[src/rtl/power_pi_ctrl.sv]
// -----------------------------------------------------------------------------
// power_pi_ctrl
//
// Single-precision PI controller that turns a power reference from the MPPT
// stage into a clamped current reference.
//
//   err        = Pref - Pmeas
//   p          = KP * err
//   k          = KI_TS * err
//   integ_next = integ + k
//   u          = p + integ_next
//   Iref       = clamp(u, OUT_MIN, OUT_MAX)
//
// There is one shared float adder and two float multipliers. Each one is a
// combinational IEEE-754 core followed by LAT-1 pipeline registers. The
// controller's own capture register (err_q, pk_q, integ_next_q, u_q) adds the
// last register, so every operator shows its full latency. The FSM stays in
// each arithmetic state for exactly that latency.
//
// Float cores:
// - round to nearest even
// - subnormal inputs and results are flushed to signed zero
//
// Ports:
//   clk_sim      in   1  single clock
//   rst_control  in   1  asynchronous active-high reset
//   start        in   1  one-cycle request pulse (MPPT done_finish_Pref)
//   Pref         in  32  power reference (single)
//   Pmeas        in  32  measured power (single)
//   Iref         out 32  clamped controller output (single)
//   done_Iref    out  1  one-cycle pulse, Iref valid
//   busy         out  1  high whenever the FSM is not IDLE
//   overrun      out  1  sticky: start arrived while a computation was busy
//
// Build option:
//   PI_ANTIWINDUP_EN  clamp the integrator state to [OUT_MIN, OUT_MAX] as well
// -----------------------------------------------------------------------------
module power_pi_ctrl #(
  parameter logic [31:0] KP      = 32'h3F800000,
  parameter logic [31:0] KI_TS   = 32'h3F000000,
  parameter logic [31:0] OUT_MAX = 32'h49742400,
  parameter logic [31:0] OUT_MIN = 32'h00000000,
  parameter int          ADD_LAT = 7,
  parameter int          MUL_LAT = 5
) (
  input  logic        clk_sim,
  input  logic        rst_control,
  input  logic        start,
  input  logic [31:0] Pref,
  input  logic [31:0] Pmeas,
  output logic [31:0] Iref,
  output logic        done_Iref,
  output logic        busy,
  output logic        overrun
);

  localparam logic [31:0] QNAN  = 32'h7FC00000;
  localparam int          ADD_D = ADD_LAT - 1;
  localparam int          MUL_D = MUL_LAT - 1;

  typedef enum logic [2:0] {
    IDLE, SUB, MUL, ADD_I, ADD_O, CLAMP, DONE
  } state_t;

  // ---------------------------------------------------------------------------
  // Float helpers
  // ---------------------------------------------------------------------------
  function automatic logic [31:0] f_add(input logic [31:0] a_in,
                                        input logic [31:0] b_in);
    logic [31:0] a, b;
    logic [26:0] ma, mb;
    logic [27:0] sum;
    logic [24:0] mr;
    logic        up;
    int          d, er, lz;
    a = a_in;
    b = b_in;
    if (a[30:23] == 8'hFF && a[22:0] != '0) return QNAN;
    if (b[30:23] == 8'hFF && b[22:0] != '0) return QNAN;
    if (a[30:23] == 8'hFF)
      return (b[30:23] == 8'hFF && a[31] != b[31]) ? QNAN : a;
    if (b[30:23] == 8'hFF) return b;
    if (a[30:23] == '0 && b[30:23] == '0) return {a[31] & b[31], 31'h0};
    if (a[30:23] == '0) return b;
    if (b[30:23] == '0) return a;
    // Put the larger magnitude in a.
    if (b[30:0] > a[30:0]) begin
      a = b_in;
      b = a_in;
    end
    // Three extra low bits carry guard, round and sticky.
    ma = {1'b1, a[22:0], 3'b000};
    mb = {1'b1, b[22:0], 3'b000};
    d  = int'(a[30:23]) - int'(b[30:23]);
    er = int'(a[30:23]);
    if (d > 26) mb = 27'd1;
    else if (d > 0) mb = (mb >> d) | {26'd0, |(mb & ((27'd1 << d) - 27'd1))};
    if (a[31] == b[31]) begin
      sum = {1'b0, ma} + {1'b0, mb};
      if (sum[27]) begin
        sum = {1'b0, sum[27:2], sum[1] | sum[0]};
        er  = er + 1;
      end
    end else begin
      sum = {1'b0, ma} - {1'b0, mb};
      if (sum == '0) return 32'h0;
      lz = 0;
      for (int i = 0; i <= 26; i++) if (sum[i]) lz = 26 - i;
      sum = sum << lz;
      er  = er - lz;
      if (er <= 0) return {a[31], 31'h0};
    end
    up = sum[2] & (sum[1] | sum[0] | sum[3]);
    mr = {1'b0, sum[26:3]} + {24'd0, up};
    if (mr[24]) begin
      mr = mr >> 1;
      er = er + 1;
    end
    if (er >= 255) return {a[31], 8'hFF, 23'h0};
    return {a[31], 8'(er), mr[22:0]};
  endfunction

  function automatic logic [31:0] f_mul(input logic [31:0] a,
                                        input logic [31:0] b);
    logic        s, g, st, up;
    logic        a_nan, b_nan, a_inf, b_inf, a_zero, b_zero;
    logic [47:0] prod;
    logic [23:0] m;
    logic [24:0] mr;
    int          er;
    s      = a[31] ^ b[31];
    a_nan  = a[30:23] == 8'hFF && a[22:0] != '0;
    b_nan  = b[30:23] == 8'hFF && b[22:0] != '0;
    a_inf  = a[30:23] == 8'hFF && a[22:0] == '0;
    b_inf  = b[30:23] == 8'hFF && b[22:0] == '0;
    a_zero = a[30:23] == '0;
    b_zero = b[30:23] == '0;
    if (a_nan || b_nan) return QNAN;
    if (a_inf || b_inf) return (a_zero || b_zero) ? QNAN : {s, 8'hFF, 23'h0};
    if (a_zero || b_zero) return {s, 31'h0};
    prod = {24'd0, 1'b1, a[22:0]} * {24'd0, 1'b1, b[22:0]};
    er   = int'(a[30:23]) + int'(b[30:23]) - 127;
    if (prod[47]) begin
      m  = prod[47:24];
      g  = prod[23];
      st = |prod[22:0];
      er = er + 1;
    end else begin
      m  = prod[46:23];
      g  = prod[22];
      st = |prod[21:0];
    end
    up = g & (st | m[0]);
    mr = {1'b0, m} + {24'd0, up};
    if (mr[24]) begin
      mr = mr >> 1;
      er = er + 1;
    end
    if (er >= 255) return {s, 8'hFF, 23'h0};
    if (er <= 0) return {s, 31'h0};
    return {s, 8'(er), mr[22:0]};
  endfunction

  // Map sign-magnitude to an unsigned-ordered key. -0 is folded onto +0 first
  // so that the two zeros compare equal.
  function automatic logic [31:0] f_key(input logic [31:0] x);
    logic [31:0] z;
    z = (x[30:0] == '0) ? 32'h0 : x;
    return z[31] ? ~z : (z | 32'h80000000);
  endfunction

  function automatic logic [31:0] f_clamp(input logic [31:0] x);
    if (x[30:23] == 8'hFF && x[22:0] != '0) return x[31] ? OUT_MIN : OUT_MAX;
    if (f_key(x) > f_key(OUT_MAX)) return OUT_MAX;
    if (f_key(x) < f_key(OUT_MIN)) return OUT_MIN;
    return x;
  endfunction

  // ---------------------------------------------------------------------------
  // State
  // ---------------------------------------------------------------------------
  state_t      state_q, state_d;
  logic [7:0]  cnt_q, cnt_d;
  logic [31:0] pref_q, pref_d, pmeas_q, pmeas_d;
  logic [31:0] err_q, err_d;
  logic [63:0] pk_q, pk_d;            // {p, k}
  logic [31:0] integ_next_q, integ_next_d;
  logic [31:0] u_q, u_d;
  logic [31:0] integ_q, integ_d;
  logic [31:0] iref_q, iref_d;
  logic        overrun_q, overrun_d;

  logic [31:0] add_a, add_b, add_comb, add_res;
  logic [63:0] mul_comb, mul_res;

  // ---------------------------------------------------------------------------
  // Operators
  // ---------------------------------------------------------------------------
  // The adder is shared. Its operands are chosen by the current state, so each
  // state sees only its own operands across its whole latency window.
  always_comb begin
    // NOTE: every always_comb output gets a default before any branch.
    // Otherwise a path that skips the assignment infers a latch.
    add_a = '0;
    add_b = '0;
    unique case (state_q)
      SUB:     begin add_a = pref_q;  add_b = {~pmeas_q[31], pmeas_q[30:0]}; end
      ADD_I:   begin add_a = integ_q; add_b = pk_q[31:0];                    end
      ADD_O:   begin add_a = pk_q[63:32]; add_b = integ_next_q;              end
      default: ;
    endcase
  end

  assign add_comb = f_add(add_a, add_b);
  assign mul_comb = {f_mul(KP, err_q), f_mul(KI_TS, err_q)};

  generate
    if (ADD_D == 0) begin : g_add_comb
      assign add_res = add_comb;
    end else begin : g_add_pipe
      logic [31:0] stage_q [ADD_D];
      // NOTE: the pipeline stages are reset like any other flop. rst_control
      // is defined to clear the operators, so a half-finished result cannot
      // survive an aborted computation.
      always_ff @(posedge clk_sim or posedge rst_control) begin
        if (rst_control) begin
          for (int i = 0; i < ADD_D; i++) stage_q[i] <= '0;
        end else begin
          stage_q[0] <= add_comb;
          for (int i = 1; i < ADD_D; i++) stage_q[i] <= stage_q[i-1];
        end
      end
      assign add_res = stage_q[ADD_D-1];
    end

    if (MUL_D == 0) begin : g_mul_comb
      assign mul_res = mul_comb;
    end else begin : g_mul_pipe
      logic [63:0] stage_q [MUL_D];
      always_ff @(posedge clk_sim or posedge rst_control) begin
        if (rst_control) begin
          for (int i = 0; i < MUL_D; i++) stage_q[i] <= '0;
        end else begin
          stage_q[0] <= mul_comb;
          for (int i = 1; i < MUL_D; i++) stage_q[i] <= stage_q[i-1];
        end
      end
      assign mul_res = stage_q[MUL_D-1];
    end
  endgenerate

  // ---------------------------------------------------------------------------
  // Next-state logic
  // ---------------------------------------------------------------------------
  always_comb begin
    state_d      = state_q;
    cnt_d        = cnt_q;
    pref_d       = pref_q;
    pmeas_d      = pmeas_q;
    err_d        = err_q;
    pk_d         = pk_q;
    integ_next_d = integ_next_q;
    u_d          = u_q;
    integ_d      = integ_q;
    iref_d       = iref_q;
    overrun_d    = overrun_q;

    unique case (state_q)
      IDLE, DONE: begin
        state_d = IDLE;
        if (start) begin
          pref_d  = Pref;
          pmeas_d = Pmeas;
          state_d = SUB;
          cnt_d   = '0;
        end
      end
      SUB: begin
        if (cnt_q == 8'(ADD_LAT - 1)) begin
          err_d   = add_res;
          state_d = MUL;
          cnt_d   = '0;
        end else cnt_d = cnt_q + 8'd1;
      end
      MUL: begin
        if (cnt_q == 8'(MUL_LAT - 1)) begin
          pk_d    = mul_res;
          state_d = ADD_I;
          cnt_d   = '0;
        end else cnt_d = cnt_q + 8'd1;
      end
      ADD_I: begin
        if (cnt_q == 8'(ADD_LAT - 1)) begin
          integ_next_d = add_res;
          state_d      = ADD_O;
          cnt_d        = '0;
        end else cnt_d = cnt_q + 8'd1;
      end
      ADD_O: begin
        if (cnt_q == 8'(ADD_LAT - 1)) begin
          u_d     = add_res;
          state_d = CLAMP;
          cnt_d   = '0;
        end else cnt_d = cnt_q + 8'd1;
      end
      CLAMP: begin
        // Iref and the integrator are written only here, so Iref keeps its
        // previous value for the whole computation.
        iref_d  = f_clamp(u_q);
`ifdef PI_ANTIWINDUP_EN
        integ_d = f_clamp(integ_next_q);
`else
        integ_d = integ_next_q;
`endif
        state_d = DONE;
      end
      default: state_d = IDLE;
    endcase

    // A start that cannot be accepted is dropped. It only marks overrun.
    if (start && state_q != IDLE && state_q != DONE) overrun_d = 1'b1;
  end

  // NOTE: sequential state uses non-blocking assignments only. All flops then
  // update together at the edge, whatever order the statements are in.
  always_ff @(posedge clk_sim or posedge rst_control) begin
    if (rst_control) begin
      state_q      <= IDLE;
      cnt_q        <= '0;
      pref_q       <= '0;
      pmeas_q      <= '0;
      err_q        <= '0;
      pk_q         <= '0;
      integ_next_q <= '0;
      u_q          <= '0;
      integ_q      <= '0;
      iref_q       <= '0;
      overrun_q    <= 1'b0;
    end else begin
      state_q      <= state_d;
      cnt_q        <= cnt_d;
      pref_q       <= pref_d;
      pmeas_q      <= pmeas_d;
      err_q        <= err_d;
      pk_q         <= pk_d;
      integ_next_q <= integ_next_d;
      u_q          <= u_d;
      integ_q      <= integ_d;
      iref_q       <= iref_d;
      overrun_q    <= overrun_d;
    end
  end

  assign Iref      = iref_q;
  assign done_Iref = (state_q == DONE);
  assign busy      = (state_q != IDLE);
  assign overrun   = overrun_q;

endmodule

[config.mk]
export PLATFORM = sky130hd
export DESIGN_NAME = power_pi_ctrl
export DESIGN_NICKNAME = d
export VERILOG_FILES = /design/src/rtl/power_pi_ctrl.sv
export SDC_FILE = /design/constraint.sdc
export NUM_CORES = 2
export LEC_CHECK = 0
export CELL_PAD_IN_SITES_DETAIL_PLACEMENT = 1
export CELL_PAD_IN_SITES_GLOBAL_PLACEMENT = 1
export CORE_ASPECT_RATIO = 1.5
export CORE_MARGIN = 2
export CORE_UTILIZATION = 45
export DETAILED_ROUTE_END_ITERATION = 6
export HOLD_SLACK_MARGIN = 0.08
export PLACE_DENSITY_LB_ADDON = 0.1
export SLEW_MARGIN = 10
export SYNTH_ARGS = -nofsm -noshare
export SYNTH_HDL_FRONTEND = slang
export SYNTH_SLANG_ARGS = --single-unit
[constraint.sdc]
create_clock -name clk_sim -period 28.3 [get_ports clk_sim]
set_clock_uncertainty 0.2 [all_clocks]
set_input_delay 2.83 -clock clk_sim [delete_from_list [all_inputs] [get_ports clk_sim]]
set_output_delay 2.83 -clock clk_sim [all_outputs]
set_load 0.01 [all_outputs]
==> metrics.txt <==
status completed; syn_area_per_cell around 10 sq um; Hold Worst Slack 0.1358 ns; Seq cells post-synth 743; Synth Area in Simple Gates 0.1468; count of pins over their slew limit 0; count leader, synth dfrtp_1; largest cells by area after synthesis dfrtp_1 48%, mux2_2 8.0%, nor2_1 3.1%, a21oi_1 3.1%, ha_1 3.1%; Place WS ~8.3 ns; GRT Util Overall 0.3734; PostCTS Resize Cnt 0; Post-CTS Setup Inserts 0; Hold Buf Count CTS 0; wire per inst about 33 microns; Crit path largest cell delay 0.81 ns; HP Start g_add_pipe.stage_q[132]; iteration count of the initial detailed-routing pass 5; later-pin clock latency in the skew report 0.62 ns; RR Startpoint state_q[1]; Register-to-Register Path Depth 65; synthesized cell area a little under 0.04 sq mm; Iter 0 DRT Violations 2458; mux cell area share after synthesis 0.1142; ratio of cells with drive above 1 in the final layout 0.1466; H-Tree Depth 2; synth unique cells 117; clock-pin slew on the worst setup and hold paths 0.07 ns; GR Overflow Total 0; sequential element share of the synthesized area 0.4812; Port-buffer cells 101; DRT antenna net count 0; final setup fails 0; async set or reset register ratio after synthesis 1.000; worst-case clock buffer depth 3; die extent in y between 300 and 400 microns; WHS Endpoint g_add_pipe.stage_q[100]; Placeable Area between 0.08 and 0.09 sq mm; Worst Slack Setup Final ~8 ns; clock sink count 743; crit-path most repeated cell nor2_1; CP max FO 57; Post-Synth Adder-Cell Area 0.03238; routed via count 32616; Synth top area share 0.4812; Antenna Cells 0; final non-filler cell total ~5000; fin crit share 0.7218; RSZ-0062 raised after global routing false; Synth Area in Compound Gates 0.1700; Starting Density 0.4542; vias in the first global route 35075; Residual DRC 0; Post-Place Cells 4886; xor and xnor area share after synthesis 0.02037; critical path class flip-flop to flip-flop; Syn Nets a little under 4000; DP HPWL 122300 microns; RePlAce Congestion 0.9847; die area around 0.09 sq mm; Hold Vio Cnt, Final 0; initial antenna violation count 1; CTS buffer count 57; Fin Setup TNS 0 ns; Via density 6.535; area delta synth->final 11.21%; Synth area leader dfrtp_1; Post-Route WL 166100 microns; Critical Path AT roughly 21 ns; CP Capture Type flip-flop; I/O pin cnt 102; Worst Tran Pin Value 1.254 ns; first-pass GRT wire length 243000 microns; root buf cell clkbuf_16; CP Data Required Time 28.61 ns; relative slew slack 0.1639; largest net degree at the start of global routing 177; max-cap violations 0; Cell Rows 131; Synth warnings 0; R2R setup slack 7.87 ns; Top FF cell, synth dfrtp_1; Worst Hold Class flip-flop to flip-flop; number of flops mapped to enable cells by yosys 0; crit path launch type flip-flop; chip width 243.3 microns; Hold Path Depth 0; RR Endpoint g_add_pipe.stage_q[166]; fmax 0.04896 GHz; Commonest cells post-synth 743 x dfrtp_1, 322 x nor2_1, 301 x nand2_1, 274 x mux2_2, 240 x a21oi_1; Critical-path top delay cell o31ai_1; main combinational cell family by area after synthesis compound AO/OA/AOI/OAI gates; layout net count between 3000 and 4000; CTS tree done; final worst path period need 20.43 ns; synthesized instance count 3772
state kept, by name (all words and copies together), names as in the netlist:
register	cells
Iref	32
add_res	32
cnt_q	8
err_q	32
g_add_pipe.stage_q	160
g_mul_pipe.stage_q	189
integ_next_q	32
integ_q	32
mul_res	63
overrun	1
pk_q	63
pmeas_q	32
pref_q	32
state_q	3
u_q	32
critical path: cells and delay by family (launching register included):
family	cells	cell delay, ns
mux	2	0.39
compound gates	30	8.56
fa+ha+maj	5	1.60
flops	1	0.76
buf+inv	7	2.76
xor+xnor	1	0.49
simple gates	20	5.39
worst max-delay path by stage:
stage | startpoint | end | slack (ns) | cells after the start
after floorplan | rst_control | Iref[0] | 4.42 | 1
after global placement | state_q[1] | g_add_pipe.stage_q[166] | 8.62 | 64
after detailed placement | state_q[1] | g_add_pipe.stage_q[166] | 8.32 | 65
after CTS | state_q[1] | g_add_pipe.stage_q[166] | 8.26 | 65
after global routing | state_q[1] | g_add_pipe.stage_q[176] | 6.70 | 64
final | state_q[1] | g_add_pipe.stage_q[166] | 7.87 | 65
per-layer routing:
metal,routed length (microns),global-route usage
met1,57280,0.3859
met2,85900,0.6835
met3,7206,0.04338
met4,15750,0.2927
met5,10,0
placed cells by master, fill, tap and decap left out, drive strengths merged, types with 15 or more instances in the layout:
cell type      count
xnor2             69
o211ai            48
clkbuf            76
or3               17
dfrtp            743
nand3            108
a31oi             30
nor3              86
a211oi            39
nand2b            21
clkinv            16
o21bai            20
a22oi             29
or4               17
ha                96
and3              47
o2111ai           15
mux2i            100
a21o              32
nor4              44
inv              124
buf               95
clkdlybuf4s50    101
mux2             275
o21a              24
o22ai             39
xor2              20
nand4             53
o31ai             27
o21ai            187
nand2            302
or2               23
and2              53
a21oi            242
a221oi            15
nor2             328
a22o              28
cell families after synthesis:
family / Yosys count
AND/OR/NAND/NOR: 1158
AO/OA/AOI/OAI: 959
flip-flops: 743
multiplexers: 389
buffers and inverters: 335
adder cells (fa/ha/maj): 99
XOR/XNOR: 89
through the flow:
| step | utilization | area [sq um] |
|---|---|---|
| 5_1_grt | 0.5051 | 42970 |
| 6_report | 0.5051 | 42970 |
| 4_1_cts | 0.5051 | 42970 |
| 2_1_floorplan | - | 38640 |
| 3_5_place_dp | 0.4818 | 40990 |
| 3_3_place_gp | 0.4818 | 40990 |
layout make-up:
cell class | count | area (sq um)
clock inverter | 29 | 350.3
tap | 1130 | 1414
inverter | 123 | 469.2
clock buffer | 76 | 1630
fill | 9138 | 42100
multi-input combinational | 2694 | 18770
sequential | 743 | 18600
timing repair buffer | 196 | 1737
Power is left out: the tool's default activity adds up to more than one toggle a clock period on the data nets, which glitch-free logic cannot reach.
